File: src/rtl/unidade_load_store.sv
// Load/store unit: byte-addressed CPU requests onto a word-addressed memory.
// Sub-word loads extract a lane; sub-word stores do read-modify-write.
module unidade_load_store #(
   parameter int PALAVRAS_LOG2 = 10
) (
   input  logic        clock,
   input  logic        reset,
   input  logic        requisicao,
   input  logic        escrever,
   input  logic [1:0]  tamanho,
   input  logic        com_sinal,
   input  logic [31:0] endereco,
   input  logic [31:0] dados,
   output logic [31:0] saida,
   output logic        pronto,
   output logic        erro,
   output logic        ocupado,
   output logic [31:0] mem_endereco,
   output logic [31:0] mem_dados,
   output logic        mem_escrever,
   input  logic [31:0] mem_saida
);

   localparam logic [2:0] OCIOSO   = 3'd0;
   localparam logic [2:0] LER      = 3'd1;
   localparam logic [2:0] CAPTURA  = 3'd2;
   localparam logic [2:0] ESCREVER = 3'd3;
   localparam logic [2:0] CONCLUIR = 3'd4;
   localparam logic [2:0] FALHA    = 3'd5;

   logic [2:0]  estado_q, estado_d;
   logic        escrever_q, escrever_d;
   logic [1:0]  tamanho_q, tamanho_d;
   logic        com_sinal_q, com_sinal_d;
   logic [1:0]  off_q, off_d;
   logic [31:0] dados_q, dados_d;
   logic [31:0] saida_q, saida_d;
   logic [31:0] mem_end_q, mem_end_d;
   logic [31:0] mem_dados_q, mem_dados_d;

   logic        falha;
   logic [31:0] indice;
   logic [4:0]  desl_b;
   logic [4:0]  desl_h;
   logic [7:0]  lane_b;
   logic [15:0] lane_h;
   logic [31:0] carga;
   logic [31:0] mescla;

   assign falha = (tamanho == 2'b11)
                | ((tamanho == 2'b01) & endereco[0])
                | ((tamanho == 2'b10) & (endereco[1:0] != 2'b00));

   // Upper address bits are dropped so accesses wrap inside the memory.
   assign indice = 32'(endereco[PALAVRAS_LOG2+1:2]);

   assign desl_b = {off_q, 3'b000};
   assign desl_h = {off_q[1], 4'b0000};
   assign lane_b = mem_saida[desl_b +: 8];
   assign lane_h = mem_saida[desl_h +: 16];

   always_comb begin
      carga  = mem_saida;
      mescla = mem_saida;
      case (tamanho_q)
         2'b00: begin
            carga = {{24{com_sinal_q & lane_b[7]}}, lane_b};
            mescla[desl_b +: 8] = dados_q[7:0];
         end
         2'b01: begin
            carga = {{16{com_sinal_q & lane_h[15]}}, lane_h};
            mescla[desl_h +: 16] = dados_q[15:0];
         end
         default: ;
      endcase
   end

   always_comb begin
      estado_d    = estado_q;
      escrever_d  = escrever_q;
      tamanho_d   = tamanho_q;
      com_sinal_d = com_sinal_q;
      off_d       = off_q;
      dados_d     = dados_q;
      saida_d     = saida_q;
      mem_end_d   = mem_end_q;
      mem_dados_d = mem_dados_q;
      case (estado_q)
         OCIOSO: begin
            if (requisicao) begin
               escrever_d  = escrever;
               tamanho_d   = tamanho;
               com_sinal_d = com_sinal;
               off_d       = endereco[1:0];
               dados_d     = dados;
               mem_end_d   = indice;
               if (falha) begin
                  estado_d = FALHA;
               end else if (!escrever) begin
                  estado_d = LER;
               end else if (tamanho == 2'b10) begin
                  mem_dados_d = dados;
                  estado_d    = ESCREVER;
               end else begin
                  estado_d = LER;
               end
            end
         end
         LER: estado_d = CAPTURA;
         CAPTURA: begin
            if (escrever_q) begin
               mem_dados_d = mescla;
               estado_d    = ESCREVER;
            end else begin
               saida_d  = carga;
               estado_d = CONCLUIR;
            end
         end
         ESCREVER: estado_d = CONCLUIR;
         CONCLUIR: estado_d = OCIOSO;
         FALHA:    estado_d = OCIOSO;
         default:  estado_d = OCIOSO;
      endcase
   end

   always_ff @(posedge clock) begin
      if (reset) begin
         estado_q    <= OCIOSO;
         escrever_q  <= 1'b0;
         tamanho_q   <= 2'b00;
         com_sinal_q <= 1'b0;
         off_q       <= 2'b00;
         dados_q     <= '0;
         saida_q     <= '0;
         mem_end_q   <= '0;
         mem_dados_q <= '0;
      end else begin
         estado_q    <= estado_d;
         escrever_q  <= escrever_d;
         tamanho_q   <= tamanho_d;
         com_sinal_q <= com_sinal_d;
         off_q       <= off_d;
         dados_q     <= dados_d;
         saida_q     <= saida_d;
         mem_end_q   <= mem_end_d;
         mem_dados_q <= mem_dados_d;
      end
   end

   assign saida        = saida_q;
   assign mem_endereco = mem_end_q;
   assign mem_dados    = mem_dados_q;
   assign ocupado      = (estado_q != OCIOSO);
   assign pronto       = (estado_q == CONCLUIR) | (estado_q == FALHA);
   assign erro         = (estado_q == FALHA);
   assign mem_escrever = (estado_q == ESCREVER);

endmodule
File: config.mk
export PLATFORM = sky130hd
export DESIGN_NAME = unidade_load_store
export DESIGN_NICKNAME = d
export VERILOG_FILES = /design/src/rtl/unidade_load_store.sv
export SDC_FILE = /design/constraint.sdc
export NUM_CORES = 1
export LEC_CHECK = 0
export ABC_CLOCK_PERIOD_IN_PS = 2600
export BUFFER_PORTS_ARGS = -buffer_cell sky130_fd_sc_hd__buf_4
export CORE_MARGIN = 10
export CORE_UTILIZATION = 30
export DETAILED_ROUTE_END_ITERATION = 12
export PLACE_DENSITY = 0.53
export SLEW_MARGIN = 15
export SYNTH_ARGS = -nofsm -noshare
export SYNTH_HDL_FRONTEND = slang
export SYNTH_SLANG_ARGS = --single-unit
export TNS_END_PERCENT = 50
File: constraint.sdc
create_clock -name clock -period 2.6 [get_ports clock]
set_input_delay 0.39 -clock clock [delete_from_list [all_inputs] [get_ports clock]]
set_output_delay 0.39 -clock clock [all_outputs]
set_load 0.02 [all_outputs]
==> impl_metrics.csv <==
group,metric,value,unit
logic_synthesis,synth_enable_flop_cells,0,
setup_path,cp_num_buf_inv,0,
routing,met2WireLength,8700,um
pwr,ir_drop,0.308,mV
cells_and_area,fin_area,0.00654,mm^2
timing,slew_violations,0,
setup_path,worstSetupPathType,"flip-flop to flip-flop",
pwr,power.density,569,mW/mm^2
timing,timing.hold.ws,0.287,ns
timing,finalSetupTns,0,ns
clock_network,clk_latency,0.35,ns
grt,antenna_found_initial,0,
cells_and_area,drive_above_1_share,0.259,
outcome,status,"finished clean",
clock_network,cts_tree,"built",
grt,grt_pass1_wl,29700,um
routing,drtIter0Drc,401,
placed_design,post-place-ws,0.279,ns
die,die_w,149,um
timing,period_share,0.904,
die,row_count,47,
grt,grt_pass1_vias,5110,
grt,grt_usage,0.170,
die,core_area,0.0165,mm^2
clock_network,cts_resized,0,
cells_and_area,nNetsFinal,879,
clock_network,clockRootBuffer,"clkbuf_16",
logic_synthesis,netlist_top_cells_area,"dfxtp_1, nand2_1, a21oi_1",
setup_path,cp_slowest_stage_delay,0.74,ns
cells_and_area,postLayoutCoreUtil,0.397,
cells_and_area,fill_cells,1729,
placed_design,placed_area,0.00626,mm^2
routing,top_layer_used,"met4",
placed_design,gp_congestion,0.910,
routing,dr_total_vias,5208,
cells_and_area,multiInputGateArea,0.00263,mm^2
pwr,power,3.73,mW
timing,skew,0.0124,ns
clock_network,h-tree-depth,3,
clock_network,clkTransAtPathRegs,0.07,ns
logic_synthesis,synth_area_leader_cell,"dfxtp_1",
routing,viasPerCell,5.23,
logic_synthesis,ys.flop_type,"dfxtp_1",
timing,fmax,0.425,GHz
clock_network,cts_setup_buffers,0,
logic_synthesis,yosysMostFrequentCell,"nand2_1",
logic_synthesis,ys_seq_area_frac,0.397,
logic_synthesis,synth_seq_cells,99,
hold_path,worstHoldPathType,"input pin to flip-flop",
logic_synthesis,syn_area_per_cell,7.85,um^2
routing,drtPass1Iterations,6,
cells_and_area,area_growth,31.1,%
cells_and_area,seqCellArea,0.00198,mm^2
setup_path,slowest_stage,"nor3b_2",
logic_synthesis,netlist_instances,636,
timing,hold_viol,0,
timing,worst_slew_margin_rel,0.427,
run,timing.max_cap.violations,0,
routing,drc,0,
setup_path,critPathRequiredTime,2.90,ns
setup_path,critical-path-top-delay-family,"simple AND/OR/NAND/NOR gates",
logic_synthesis,synth_top_area_frac,0.397,
pwr,leakage,2.70,nW
routing,drt.antenna.violating_nets,0,
cells_and_area,n_antenna_cell,0,
setup_path,crit_chain,"nor3b_2 -> and4_1 -> a221oi_1 -> o21ai_0 -> a22o_1",
setup_path,crit_fanout,15,
grt,grt-ovfl-total,0,
routing,met1Wirelength,8810,um
logic_synthesis,async_flop_share,0,
clock_network,clock_path_buffers,2,
die,start_util,0.303,
placed_design,portBuffers,160,
clock_network,cts.sinks,99,
routing,drt-wirelength-per-cell,19.7,um
timing,finalCriticalPeriod,2.35,ns
placed_design,dp_hpwl,15200,um
logic_synthesis,synthTopCellsByCount,"nand2_1, dfxtp_1, a21oi_1",
setup_path,crit_path_start_kind,"flip-flop",
die,pin_count,203,
die,die_h,149,um
setup_path,cp.arrival,2.65,ns
timing,rsz0062_at_grt,"false",
setup_path,cp-end-kind,"flip-flop",
logic_synthesis,synthesis.area,0.00499,mm^2
timing,finalSetupViolCount,0,
placed_design,place_inst,980,
timing,worstMarginPinSlew,0.859,ns
timing,setup_ws,0.249,ns
grt,grt_max_degree,39,
routing,wl,19600,um
die,die_area,0.0222,mm^2
cells_and_area,layoutNonFillerInstCount,995,
logic_synthesis,yosysWarnings,0,
logic_synthesis,synth.distinct_cells,44,
clock_network,cts_buffers,9,
routing,routed-wl-met3,1820,um
clock_network,ctsHoldBuffers,0,
registers in the layout, summed over array words and instances, names as in the netlist:
| register | cells |
|---|---|
| com_sinal_q | 1 |
| dados_q | 16 |
| escrever_q | 1 |
| estado_q | 3 |
| mem_dados | 32 |
| mem_endereco | 10 |
| off_q | 2 |
| saida | 32 |
| tamanho_q | 2 |
cells by family after synthesis:
logic type      count (synthesis)  synth area share
buf+inv                        87            0.0925
flops                          99             0.397
other cells                     1          0.000751
compound gates                234             0.308
simple gates                  208             0.184
mux                             2           0.00451
fa+ha+maj                       5            0.0125
report_power, final:
part	internal, mW	leakage [nW]	switching (mW)
Sequential	1.58	0.804	0.0694
Combinational	0.290	1.76	0.466
Clock	0.704	0.135	0.611
Total	2.58	2.70	1.15
worst paths after layout:
path	startpoint	to	slack [ns]	cells past startpoint
worst min-delay path	endereco[9]	mem_endereco[7]	0.29	3
worst min register to register	mem_dados[13]	mem_dados[13]	0.45	2
worst max register to register	tamanho_q[1]	mem_dados[31]	0.25	5
worst max-delay path	tamanho_q[1]	mem_dados[31]	0.25	5
layout by cell type (no fill, tap or decap), types with 8 or more instances in the layout:
| cell type | netlist | final |
|---|---|---|
| a222oi_1 | 8 | 8 |
| a22oi_1 | 9 | 9 |
| conb_1 | 1 | 22 |
| nand2_1 | 125 | 125 |
| dfxtp_1 | 99 | 99 |
| inv_1 | 13 | 13 |
| a21oi_1 | 57 | 57 |
| o21ai_1 | 24 | 24 |
| clkbuf_16 | 0 | 9 |
| a221o_1 | 14 | 14 |
| a22o_1 | 12 | 12 |
| a211oi_1 | 32 | 32 |
| a221oi_1 | 15 | 15 |
| o21ai_0 | 42 | 42 |
| buf_4 | 23 | 175 |
| nor2_1 | 40 | 40 |
area by class of cell:
cell class,instances,area share
clock buffers,11,0.0386
repair buffers,175,0.201
multi-input cells,471,0.402
flip-flops and latches,99,0.303
clock inverters,4,0.00497
inverters,15,0.00860
well taps,220,0.0421
per-layer routing:
layer,GRT usage,vias up
met1,0.226,2452
met4,0.0407,0
met2,0.261,231
li1,-,2511
met3,0.0561,14
met5,0,-
tightest hold or removal path, delay by kind of cell:
family	cells	cell delay (ns)
buf+inv	1	0.11
simple gates	1	0.05
compound gates	1	0.05
Note: power is estimated with default switching activity, not from simulation.
